--- src/rtl/pifo_enq_buffer.sv ---
// rtl/pifo_enq_buffer.sv - circular FIFO that stages {rank, meta} entries in front of a PIFO
module pifo_enq_buffer #(
    parameter int RANK_WIDTH = 10,
    parameter int META_WIDTH = 20,
    parameter int L2_DEPTH   = 3
) (
    input  logic                  clk,
    input  logic                  rst,
    input  logic                  in_valid,
    output logic                  in_ready,
    input  logic [RANK_WIDTH-1:0] in_rank,
    input  logic [META_WIDTH-1:0] in_meta,
    input  logic                  drop_en,
    output logic                  pifo_insert,
    output logic [RANK_WIDTH-1:0] pifo_rank,
    output logic [META_WIDTH-1:0] pifo_meta,
    input  logic                  pifo_busy,
    input  logic                  pifo_full,
    output logic [L2_DEPTH:0]     occupancy,
    output logic [15:0]           drop_cnt,
    output logic [L2_DEPTH:0]     max_occ
);
    localparam int DEPTH   = 2 ** L2_DEPTH;
    localparam int ENTRY_W = RANK_WIDTH + META_WIDTH;
    localparam logic [L2_DEPTH:0] OCC_FULL = (L2_DEPTH + 1)'(DEPTH);

    logic [ENTRY_W-1:0]  r_mem [DEPTH];
    logic [L2_DEPTH-1:0] r_rd_ptr;
    logic [L2_DEPTH-1:0] r_wr_ptr;
    logic [L2_DEPTH:0]   r_occ;
    logic [15:0]         r_drop_cnt;
    logic [L2_DEPTH:0]   r_max_occ;

    logic               w_full;
    logic               w_empty;
    logic               w_push;
    logic               w_pop;
    logic               w_drop;
    logic [ENTRY_W-1:0] w_head;

    assign w_full  = (r_occ == OCC_FULL);
    assign w_empty = (r_occ == '0);

    // in_ready deliberately ignores the pop so a full buffer never stalls on PIFO timing
    assign in_ready = ~w_full | drop_en;
    assign w_push   = in_valid & in_ready & ~w_full;
    assign w_drop   = in_valid & w_full & drop_en;
    assign w_pop    = ~w_empty & ~pifo_busy & ~pifo_full;

    assign w_head      = w_empty ? '0 : r_mem[r_rd_ptr];
    assign pifo_insert = w_pop;
    assign pifo_rank   = w_head[ENTRY_W-1:META_WIDTH];
    assign pifo_meta   = w_head[META_WIDTH-1:0];

    assign occupancy = r_occ;
    assign drop_cnt  = r_drop_cnt;
    assign max_occ   = r_max_occ;

    always_ff @(posedge clk) begin
        if (w_push) begin
            r_mem[r_wr_ptr] <= {in_rank, in_meta};
        end
    end

    always_ff @(posedge clk) begin
        if (rst) begin
            r_rd_ptr   <= '0;
            r_wr_ptr   <= '0;
            r_occ      <= '0;
            r_drop_cnt <= '0;
            r_max_occ  <= '0;
        end else begin
            if (w_push) begin
                r_wr_ptr <= r_wr_ptr + 1'b1;
            end
            if (w_pop) begin
                r_rd_ptr <= r_rd_ptr + 1'b1;
            end
            case ({w_push, w_pop})
                2'b10:   r_occ <= r_occ + 1'b1;
                2'b01:   r_occ <= r_occ - 1'b1;
                default: r_occ <= r_occ;
            endcase
            if (w_drop && (r_drop_cnt != 16'hFFFF)) begin
                r_drop_cnt <= r_drop_cnt + 16'd1;
            end
            // tracks the registered occupancy, so the mark trails occupancy by one cycle
            if (r_occ > r_max_occ) begin
                r_max_occ <= r_occ;
            end
        end
    end
endmodule

--- config.mk ---
export PLATFORM = sky130hd
export DESIGN_NAME = pifo_enq_buffer
export DESIGN_NICKNAME = d
export VERILOG_FILES = /design/src/rtl/pifo_enq_buffer.sv
export SDC_FILE = /design/constraint.sdc
export NUM_CORES = 1
export LEC_CHECK = 0
export CORE_UTILIZATION = 62
export DETAILED_ROUTE_END_ITERATION = 6
export GPL_ROUTABILITY_DRIVEN = 0
export PLACE_DENSITY_LB_ADDON = 0.3
export SETUP_SLACK_MARGIN = 0.5
export SYNTH_ARGS = -nofsm -noshare
export SYNTH_HDL_FRONTEND = slang
export SYNTH_SLANG_ARGS = --single-unit
--- constraint.sdc ---
create_clock -name clk -period 9.5 [get_ports clk]
set_input_delay 1.425 -clock clk [delete_from_list [all_inputs] [get_ports clk]]
set_output_delay 1.425 -clock clk [all_outputs]
set_load 0.02 [all_outputs]
Word level (Yosys, flattened, before mapping)
Memories as Yosys holds them, arrays and structs flattened. A register that Yosys moved wholly into a read port is not among the register bits.
Cells that the tools add are included.
{"block": "totals", "output_inout_bits": 56, "in_bits": 36, "ramBits": 240, "register_bits": 30, "mem_count": 1, "elab_cells": 36}
{"block": "classes", "n_eq_ne": 4, "n_reduce_logical": 3, "n_addsub": 5, "order_cmp": 1, "n_bitwise": 11, "muxes": 6}
{"name": "r_mem", "words": 8, "word_bits": 30, "rd": 1, "rd_clocked_by_memory_dff": 1, "wr": 1, "line_no": "27", "source": "logic [ENTRY_W-1:0] r_mem [DEPTH];"}
{"cell": "30-bit two-way mux", "count": 1}
{"cell": "16-bit by 1-bit adder with 16-bit output, second input constant", "count": 1}
{"cell": "16-bit != test, second input constant", "count": 1}
{"cell": "4-bit one-hot mux with 2 select lines", "count": 1}
{"cell": "3-bit by 1-bit adder with 3-bit output, second input constant", "count": 2}
{"cell": "1-bit bitwise AND", "count": 6}
{"cell": "3-bit two-way mux", "count": 2}
{"cell": "4-bit by 1-bit adder with 4-bit output, second input constant", "count": 1}
{"cell": "4-bit equality test, second input constant", "count": 1}
{"cell": "4-bit greater-than comparator", "count": 1}
{"cell": "4-bit logical NOT", "count": 1}
{"cell": "1-bit NOT", "count": 4}
{"cell": "4-bit by 1-bit subtractor with 4-bit output, second input constant", "count": 1}
{"cell": "2-bit by 1-bit equality test with 1-bit output, second input constant", "count": 1}
{"cell": "2-bit equality test, second input constant", "count": 1}
{"cell": "1-bit two-way mux", "count": 2}
{"cell": "2-bit nonzero test", "count": 1}
{"cell": "1-bit logical AND", "count": 1}
{"cell": "1-bit OR", "count": 1}

Longest topological paths before layout
Gate-level depths: netlist of run 1.
{"block": "logic_depth", "word_depth": 7, "mapped_depth": 10, "ltp_nobuf": 9}

Worst setup path before layout of run 1
No wires, ideal clock.
{"block": "synth_path", "path_type": "input to register", "startpoint": "input port in_valid", "endpoint": "memory r_mem[0][0] in the netlist's numbering, enable pin", "required_ps": 9007, "setup_slack_ps": 4530, "setup_ps": 493, "path_stages": 2, "t_arrival_ps": 4478, "cell_sequence": "nand2_1 nor4_1"}
{"block": "synth_between", "elab_chain_len": 4}
{"item": "start: declaration", "line_no": "9", "source": "input logic in_valid,"}
{"item": "1-bit bitwise AND (2 in series)", "line_no": "46", "source": "assign w_push = in_valid & in_ready & ~w_full;"}
{"item": "1-bit two-way mux", "line_no": "60", "source": "if (w_push) begin"}
{"item": "1-bit two-way mux (implied by the code)", "line_no": "61", "source": "r_mem[r_wr_ptr] <= {in_rank, in_meta};"}
{"item": "end: declaration", "line_no": "27"}
No other way between the ends.

==> flow_metrics.tcl, run 1 <==
set metrics [dict create \
    area_growth_pct 19.0 \
    netlist_instances 606 \
    crit_required_ps 8080 \
    finalHoldViolations 0 \
    syn_avg_cell_area_um2 18.1 \
    clk_latency_ps 540 \
    synth_cell_types 50 \
    nNetsFinal 750 \
    yosysWarnings 0 \
    setup_ws_ps 4720 \
    synthArstFlopShare_pct 0 \
    ioPinCount 92 \
    drv_slew 0 \
    p_total_mw 2.96 \
    via_count 6006 \
    worst-setup-path-type "reg2out" \
    cts-htree-levels 1 \
    cpLargestDelayFamily "buffers and inverters" \
    clock_path_buffers 3 \
    core_area_um2 17300 \
    worst_ep_arrival_time_ps 3360 \
    antenna_found_initial 0 \
    postCtsHoldBufs 0 \
    io_buffers 91 \
    diodes 0 \
    synth_edf_count 240 \
    worst_pin_slew_ps 1190 \
    mostFrequentLayoutCell "edfxtp_1" \
    hp-class "reg2reg" \
    whs_ps 499 \
    die_h_um 135 \
    finalCriticalPeriod_ps 4780 \
    via_per_inst 6.33 \
    std_cell_rows 48 \
    drive_gt1_share_pct 18.6 \
    yosysSeqAreaShare_pct 71.7 \
    numCtsBuffers 26 \
    syn_nets 652 \
    cp_slowest_cell "dfxtp_4" \
    power.leakage_nw 4.04 \
    clk_pin_slew_ps 60 \
    synth_area_um2 11000 \
    max_stage_delay_ps 740 \
    die_x_um 135 \
    fin_skew_ps 28.3 \
    slew_headroom_pct 20.0 \
    cts_sinks 273 \
    grt.overflow.total 0 \
    status "completed" \
    grt_max_degree 42 \
    cts-root-buf "clkbuf_16" \
    drt-initial-drc-count 431 \
    gr-usage-all-layers_pct 25.7 \
    endpoint_kind "primary output" \
    fillCellCount 980 \
    drtAntennaViolNets 0 \
    fmax_mhz 209 \
    cts-resized-gates 0 \
    synth-main-ff-cell "edfxtp_1" \
    tns_ps 0 \
    layout_common_cells "edfxtp_1 (240), clkdlybuf4s50_1 (91), mux4_2 (60)" \
    cts_tree "yes" \
    initial_core_util_pct 63.4 \
    setup_violations 0 \
    place_hpwl_um 12300 \
    placed_area_um2 12200 \
    crit_path_start_kind "flop" \
    first_pass_iters 4 \
    path_cells "buf_4 > mux4_2 > mux2i_1 > nor2_1 > clkdlybuf4s50_1" \
    cts_setup_buffers 0 \
    synth_seq_cells 273 \
    crit_fanout 31 \
    route.detailed.drc 0 \
    crit_buf_inv 2 \
    design_area_um2 13000 \
    grt_pass1_wl_um 34500 \
    irDropWorstVdd_mv 0.162 \
    grt_pass1_vias 6218 \
    cap_violations 0 \
    wl_per_cell_um 23.6 \
    period_share_pct 50.4 \
    rsz0062_at_grt "no" \
    die_area_um2 18200 \
    pre_cts_ws_ps 4800 \
    wirelength_um 22400 \
    power_density_nw_per_um2 227 \
]
Yosys cell counts (6+ instances only):
cell / instances / area, um2
nand2b_1: 6 / 37.5
mux2i_1: 33 / 330
edfxtp_1: 240 / 7210
dfxtp_1: 33 / 661
nand3_1: 9 / 45.0
nor2_1: 48 / 180
or4_1: 6 / 45.0
buf_2: 8 / 40.0
o31ai_1: 6 / 45.0
a21oi_1: 13 / 65.1
nand2_1: 17 / 63.8
clkbuf_1: 21 / 78.8
nor3_1: 11 / 55.1
mux4_2: 60 / 1350
ha_1: 10 / 125
inv_1: 8 / 30.0
cells by family after synthesis:
kind of cell	after synthesis	share of synthesized area (%)
XOR/XNOR	7	0.559
AO/OA/AOI/OAI	45	2.69
buffers and inverters	42	1.67
adder cells (fa/ha/maj)	10	1.14
flip-flops	273	71.7
AND/OR/NAND/NOR	132	6.47
multiplexers	97	15.7
path summary, 6_finish.rpt:
kind                                    from            to  slack (ps)  cells past startpoint
worst max-delay path                    flop  pifo_rank[7]        4720                      5
worst min register to register   drop_cnt[1]   drop_cnt[1]         500                      2
worst max register to register  occupancy[0]  occupancy[2]        6400                      9
worst min-delay path             drop_cnt[1]   drop_cnt[1]         500                      2
registers in the layout (all words and copies together), names as in the netlist, named ones only:
name / cells
r_mem: 240
r_rd_ptr: 3
occupancy: 4
r_wr_ptr: 3
drop_cnt: 16
max_occ: 4
worst min-delay path: cells and delay by family (launching register included):
kind / cells / cell delay [ps]
DFF: 1 / 340
and+or+nand+nor: 1 / 60
muxes: 1 / 50
where the power goes:
group          total (mW)  leakage (nW)  internal, mW  switching, mW
logic               0.514          1.16         0.233          0.281
registers            1.39          2.45          1.35         0.0451
clock network        1.05         0.436         0.619          0.431
total                2.96          4.04          2.20          0.757
final cells by class:
| cell class | instances | area (um2) | share of cell area, % |
|---|---|---|---|
| Sequential cell | 273 | 7870 | 60.3 |
| Multi-Input combinational cell | 291 | 2970 | 22.8 |
| Timing Repair Buffer | 103 | 1000 | 7.67 |
| Clock buffer | 32 | 714 | 5.48 |
| Tap cell | 225 | 282 | 2.16 |
| Clock inverter | 16 | 170 | 1.30 |
| Inverter | 9 | 33.8 | 0.259 |
metrics by stage:
stage,cells,utilization [%]
floorplan,606,-
global placement,901,70.3
detailed placement,901,70.3
CTS,949,75.4
global route,949,75.4
finish,949,75.4
metal layers:
metal / vias up / global-route usage [%] / share of wire [%]
met3: 33 / 3.12 / 4.8
li1: 2628 / - / -
met4: 0 / 7.80 / 2.1
met2: 203 / 44.2 / 53
met5: - / 0 / 0
met1: 3142 / 34.7 / 40
Power figures use the tool's default switching activity.
==> run 2, diff against run 1 <==
--- a/config.mk
+++ b/config.mk
@@ -5,7 +5,7 @@
 export SDC_FILE = /design/constraint.sdc
 export NUM_CORES = 1
 export LEC_CHECK = 0
-export CORE_UTILIZATION = 62
+export CORE_UTILIZATION = 58
 export DETAILED_ROUTE_END_ITERATION = 6
 export GPL_ROUTABILITY_DRIVEN = 0
 export PLACE_DENSITY_LB_ADDON = 0.3
==> constraint.sdc (replaced) <==
create_clock -name clk -period 4.9 [get_ports clk]
set_input_delay 0.735 -clock clk [delete_from_list [all_inputs] [get_ports clk]]
set_output_delay 0.735 -clock clk [all_outputs]
set_load 0.02 [all_outputs]
==> run 2 against run 1 <==
Compared with the run above:
- non-clock buffer count is 7 higher
- clock skew is 9.2 ps lower
- clock power is 72% higher
- routed wire length is 2.4% lower
- sequential cell count stayed put
==> flow_metrics.tcl, run 2 (synthesis results as in run 1) <==
set metrics [dict create \
    status "completed" \
    clock_path_buffers 3 \
    mostFrequentLayoutCell "edfxtp_1" \
    period_share_pct 77.9 \
    antenna_found_initial 0 \
    cts_setup_buffers 0 \
    final_cells 961 \
    grt.overflow.total 0 \
    die_x_um 140 \
    max_stage_delay_ps 740 \
    cts_tree "yes" \
    worstHoldEndpoint "drop_cnt[1]" \
    cap_violations 0 \
    worst_pin_slew_ps 1050 \
    endpoint_kind "primary output" \
    diodes 0 \
    power.leakage_nw 4.03 \
    crit_buf_inv 2 \
    placed_cells 912 \
    highest_layer "met4" \
    die_h_um 140 \
    drive_gt1_share_pct 18.3 \
    slew_headroom_pct 29.6 \
    fmax_mhz 262 \
    initial_core_util_pct 60.0 \
    postCtsHoldBufs 0 \
    wirelength_um 21900 \
    die_area_um2 19500 \
    setup_ws_ps 1080 \
    dr_wl_met3_um 1100 \
    drtAntennaViolNets 0 \
    r2r_cells 9 \
    hp-class "reg2reg" \
    finalCriticalPeriod_ps 3820 \
    crit_path_start_kind "flop" \
    place_hpwl_um 12800 \
    holdPathStages 2 \
    ioPinCount 92 \
    cts-htree-levels 1 \
    io_buffers 91 \
    grt_pass1_wl_um 34400 \
    nNetsFinal 758 \
    tns_ps 0 \
    p_total_mw 5.51 \
    largest_reg_flops 240 \
    path_cells "buf_4 > mux4_2 > mux2i_1 > nor2_1 > clkdlybuf4s50_1" \
    finalHoldViolations 0 \
    r2r-start "occupancy[1]" \
    irDropWorstVdd_mv 0.398 \
    wl_per_cell_um 22.8 \
    area_growth_pct 18.6 \
    route.detailed.drc 0 \
    crit_fanout 30 \
    top_register "r_mem" \
    via_per_inst 6.16 \
    clk_latency_ps 530 \
    grt_max_degree 42 \
    cts-resized-gates 0 \
    clk_pin_slew_ps 60 \
    crit_required_ps 4160 \
    m1WireLength_um 8940 \
    cpLargestDelayFamily "buffers and inverters" \
    cp_slowest_cell "dfxtp_4" \
    via_count 5924 \
    drt-initial-drc-count 349 \
    met2_length_um 11500 \
    power_density_nw_per_um2 424 \
    fin_skew_ps 19.2 \
    rr_endpoint "occupancy[2]" \
    cts_sinks 273 \
    gr-usage-all-layers_pct 23.3 \
    layout_common_cells "edfxtp_1 (240), clkdlybuf4s50_1 (91), mux4_2 (60)" \
    std_cell_rows 49 \
    rsz0062_at_grt "no" \
    cts-root-buf "clkbuf_16" \
    worst-setup-path-type "reg2out" \
    pre_cts_ws_ps 1540 \
    r2r_setup_slack_ps 1870 \
    worst_ep_arrival_time_ps 3080 \
    numCtsBuffers 27 \
    setup_violations 0 \
    drv_slew 0 \
    hold_start "drop_cnt[1]" \
    grt_pass1_vias 6188 \
    first_pass_iters 4 \
    core_area_um2 18300 \
]
[run 2: routing by layer]
layer / up-vias / track usage [%]
li1: 2654 / -
met1: 3055 / 31.6
met2: 185 / 40.2
met3: 30 / 3.10
met4: 0 / 5.91
met5: - / 0
[run 2: worst max path at each step]
stage | cells after the start | endpoint | startpoint
finish | 5 | pifo_meta[10] | flop
detailed placement | 5 | pifo_meta[3] | flop
floorplan | 4 | r_mem[2][0] | occupancy[1]
global placement | 5 | pifo_meta[3] | flop
global route | 5 | pifo_meta[10] | flop
CTS | 5 | pifo_meta[10] | flop
[run 2: through the flow]
step           hold slack (ps)  cell area [um2]  utilization, %
2_1_floorplan              490            11000               -
3_3_place_gp               476            12200            67.0
3_5_place_dp               487            12200            67.0
4_1_cts                    499            13000            71.2
5_1_grt                    518            13000            71.2
6_report                   495            13000            71.2
[run 2: worst reg2reg max path, stage by stage (launching register included)]
cell and delay (ps):
dfxtp_1 470, or4b_2 760, nand2_1 360, ha_1 340
xor2_1 180, ha_1 170, a21oi_1 50, xor2_1 170
or3_1 300, a21oi_1 150
[run 2: layout make-up]
class                      instances  area, um2
fill                            1137       5260
clock inverter                    14       63.8
inverter                           9       33.8
timing repair buffer             110       1070
tap                              229        287
clock buffer                      35        706
sequential                       273       7870
multi-input combinational        291       2980
[run 2: power by group]
part | leakage, nW | switching (mW) | internal, mW
logic | 1.20 | 0.538 | 0.459
registers | 2.45 | 0.0874 | 2.62
clock network | 0.379 | 0.802 | 1.01
total | 4.03 | 1.43 | 4.09
==> run 3, diff against run 2 <==
--- a/config.mk
+++ b/config.mk
@@ -5,7 +5,7 @@
 export SDC_FILE = /design/constraint.sdc
 export NUM_CORES = 1
 export LEC_CHECK = 0
-export CORE_UTILIZATION = 58
+export CORE_UTILIZATION = 52
 export DETAILED_ROUTE_END_ITERATION = 6
 export GPL_ROUTABILITY_DRIVEN = 0
 export PLACE_DENSITY_LB_ADDON = 0.3
==> constraint.sdc (replaced) <==
create_clock -name clk -period 3.17 [get_ports clk]
set_input_delay 0.4755 -clock clk [delete_from_list [all_inputs] [get_ports clk]]
set_output_delay 0.4755 -clock clk [all_outputs]
set_load 0.02 [all_outputs]
==> run 3 against run 2 <==
Compared with the run above:
- cell count up 7.4%
- clock power up 67%
- cell area up 4.3%
- largest cell class unchanged
- non-clock buffer count up 29
- clock skew down 5.3 ps
- critical endpoint is now pifo_meta[15]
- power up 61%
==> flow_metrics.tcl, run 3 (synthesis results as in run 1) <==
set metrics [dict create \
    status "completed" \
    postCtsHoldBufs 0 \
    io_buffers 91 \
    die_h_um 147 \
    finalHoldViolations 0 \
    cts_sinks 273 \
    area_growth_pct 23.8 \
    p_total_mw 8.89 \
    drt-initial-drc-count 316 \
    layout_common_cells "edfxtp_1 (240), mux4_2 (60), clkdlybuf4s50_1 (59)" \
    power_frac_seq_pct 46.6 \
    cpLargestDelayFamily "multiplexers" \
    power_density_nw_per_um2 655 \
    endpoint_kind "primary output" \
    clock_path_buffers 3 \
    design_area_um2 13600 \
    worst_pin_slew_ps 876 \
    setup_ws_ps 443 \
    slew_headroom_pct 40.7 \
    power.leakage_nw 4.34 \
    clk_pin_slew_ps 60 \
    ioPinCount 92 \
    cts-htree-levels 1 \
    path_cells "buf_6 > buf_12 > buf_4 > mux4_2 > mux2i_2 > nor2_1 > clkbuf_2" \
    setup_violations 0 \
    swShare_pct 26.2 \
    grt_pass1_wl_um 35900 \
    wl_per_cell_um 22.1 \
    placed_area_um2 12500 \
    gr-usage-all-layers_pct 21.9 \
    worst-setup-path-type "reg2out" \
    finalCriticalPeriod_ps 2730 \
    combPwrFrac_pct 19.3 \
    crit_path_start_kind "flop" \
    antenna_found_initial 0 \
    max_stage_delay_ps 500 \
    crit_buf_inv 4 \
    crit_required_ps 2690 \
    std_cell_rows 52 \
    worst_ep_arrival_time_ps 2250 \
    cts_tree "yes" \
    hp-class "reg2reg" \
    die_x_um 147 \
    grt_pass1_vias 6366 \
    die_area_um2 21700 \
    top_register "r_mem" \
    cap_violations 0 \
    irDropWorstVdd_mv 0.515 \
    grt.overflow.total 0 \
    largest_reg_flops 240 \
    place_hpwl_um 12900 \
    final_util_pct 66.5 \
    core_area_um2 20400 \
    cp_slowest_cell "mux4_2" \
    drive_gt1_share_pct 27.7 \
    period_share_pct 86.0 \
    route.detailed.drc 0 \
    via_count 5980 \
    switchingPower_mw 2.33 \
    clk_latency_ps 540 \
    drtAntennaViolNets 0 \
    numCtsBuffers 27 \
    fin_skew_ps 13.8 \
    p_int_mw 6.56 \
    mostFrequentLayoutCell "edfxtp_1" \
    via_per_inst 5.79 \
    diodes 0 \
    drv_slew 0 \
    nNetsFinal 787 \
    pwr-share-clk_pct 34.1 \
    pre_cts_ws_ps 385 \
    crit_fanout 5 \
    wirelength_um 22800 \
    first_pass_iters 4 \
    rsz0062_at_grt "yes" \
    fillCellCount 1371 \
    cts-root-buf "clkbuf_16" \
    fmax_mhz 367 \
    tns_ps 0 \
    initial_core_util_pct 53.7 \
    grt_max_degree 31 \
]
==> run 3: cell count changes in the layout (fill, tap and decap cells not counted), moves of 5 or more <==
cell / delta
clkdlybuf4s50_1: -32
buf_2: +18
buf_4: +14
buf_12: +10
buf_6: +5
nor3_4: +5
==> run 3: worst register-to-register path: cells and delay by family (launching register included) <==
family | cells | cell delay [ps]
flip-flops | 1 | 400
adder cells (fa/ha/maj) | 1 | 350
AO/OA/AOI/OAI | 3 | 480
AND/OR/NAND/NOR | 3 | 1180
==> run 3: path summary, 6_finish.rpt <==
kind | cells after the start | startpoint | slack [ps] | end
max | 7 | flop | 440 | pifo_meta[15]
min | 2 | drop_cnt[1] | 500 | drop_cnt[1]
max reg2reg | 7 | occupancy[0] | 690 | occupancy[3]
min reg2reg | 2 | drop_cnt[1] | 500 | drop_cnt[1]
==> run 3: area by class of cell <==
cell class	instances	area (um2)	share of cell area (%)
clock buffer	31	691	5.09
clock inverter	19	153	1.12
inverter	9	33.8	0.249
multi-input combinational	291	3080	22.7
sequential	273	7880	58.0
tap	270	338	2.49
timing repair buffer	139	1400	10.3
==> run 3: what timing repair did <==
item	in CTS	in global routing
cloned	4	0
pin swaps	2	2
gates resized for setup	105	43
buffers inserted	15	3
setup endpoints to repair	34	32
==> run 3: metal layers <==
layer | vias to the layer above | track usage [%] | wire length, um
met5 | - | 0 | 0
met3 | 22 | 3.60 | 1300
li1 | 2711 | - | -
met1 | 3069 | 29.6 | 9560
met4 | 0 | 4.90 | 251
met2 | 178 | 37.5 | 11700
==> run 3: power groups by stage <==
| stage | Combinational (mW) | Clock, mW | Sequential, mW |
|---|---|---|---|
| after floorplan | 0.967 | 0 | 4.19 |
| after global placement | 1.56 | 0 | 4.23 |
| after detailed placement | 1.60 | 0 | 4.24 |
| after CTS | 1.71 | 3.08 | 4.14 |
| after global routing | 1.85 | 3.21 | 4.16 |
| final | 1.71 | 3.03 | 4.15 |
==> run 3: stage by stage <==
stage / std cells / hold slack (ps)
finish: 1032 / 497
global route: 1032 / 518
CTS: 1029 / 499
detailed placement: 960 / 491
global placement: 960 / 477
floorplan: 606 / 490
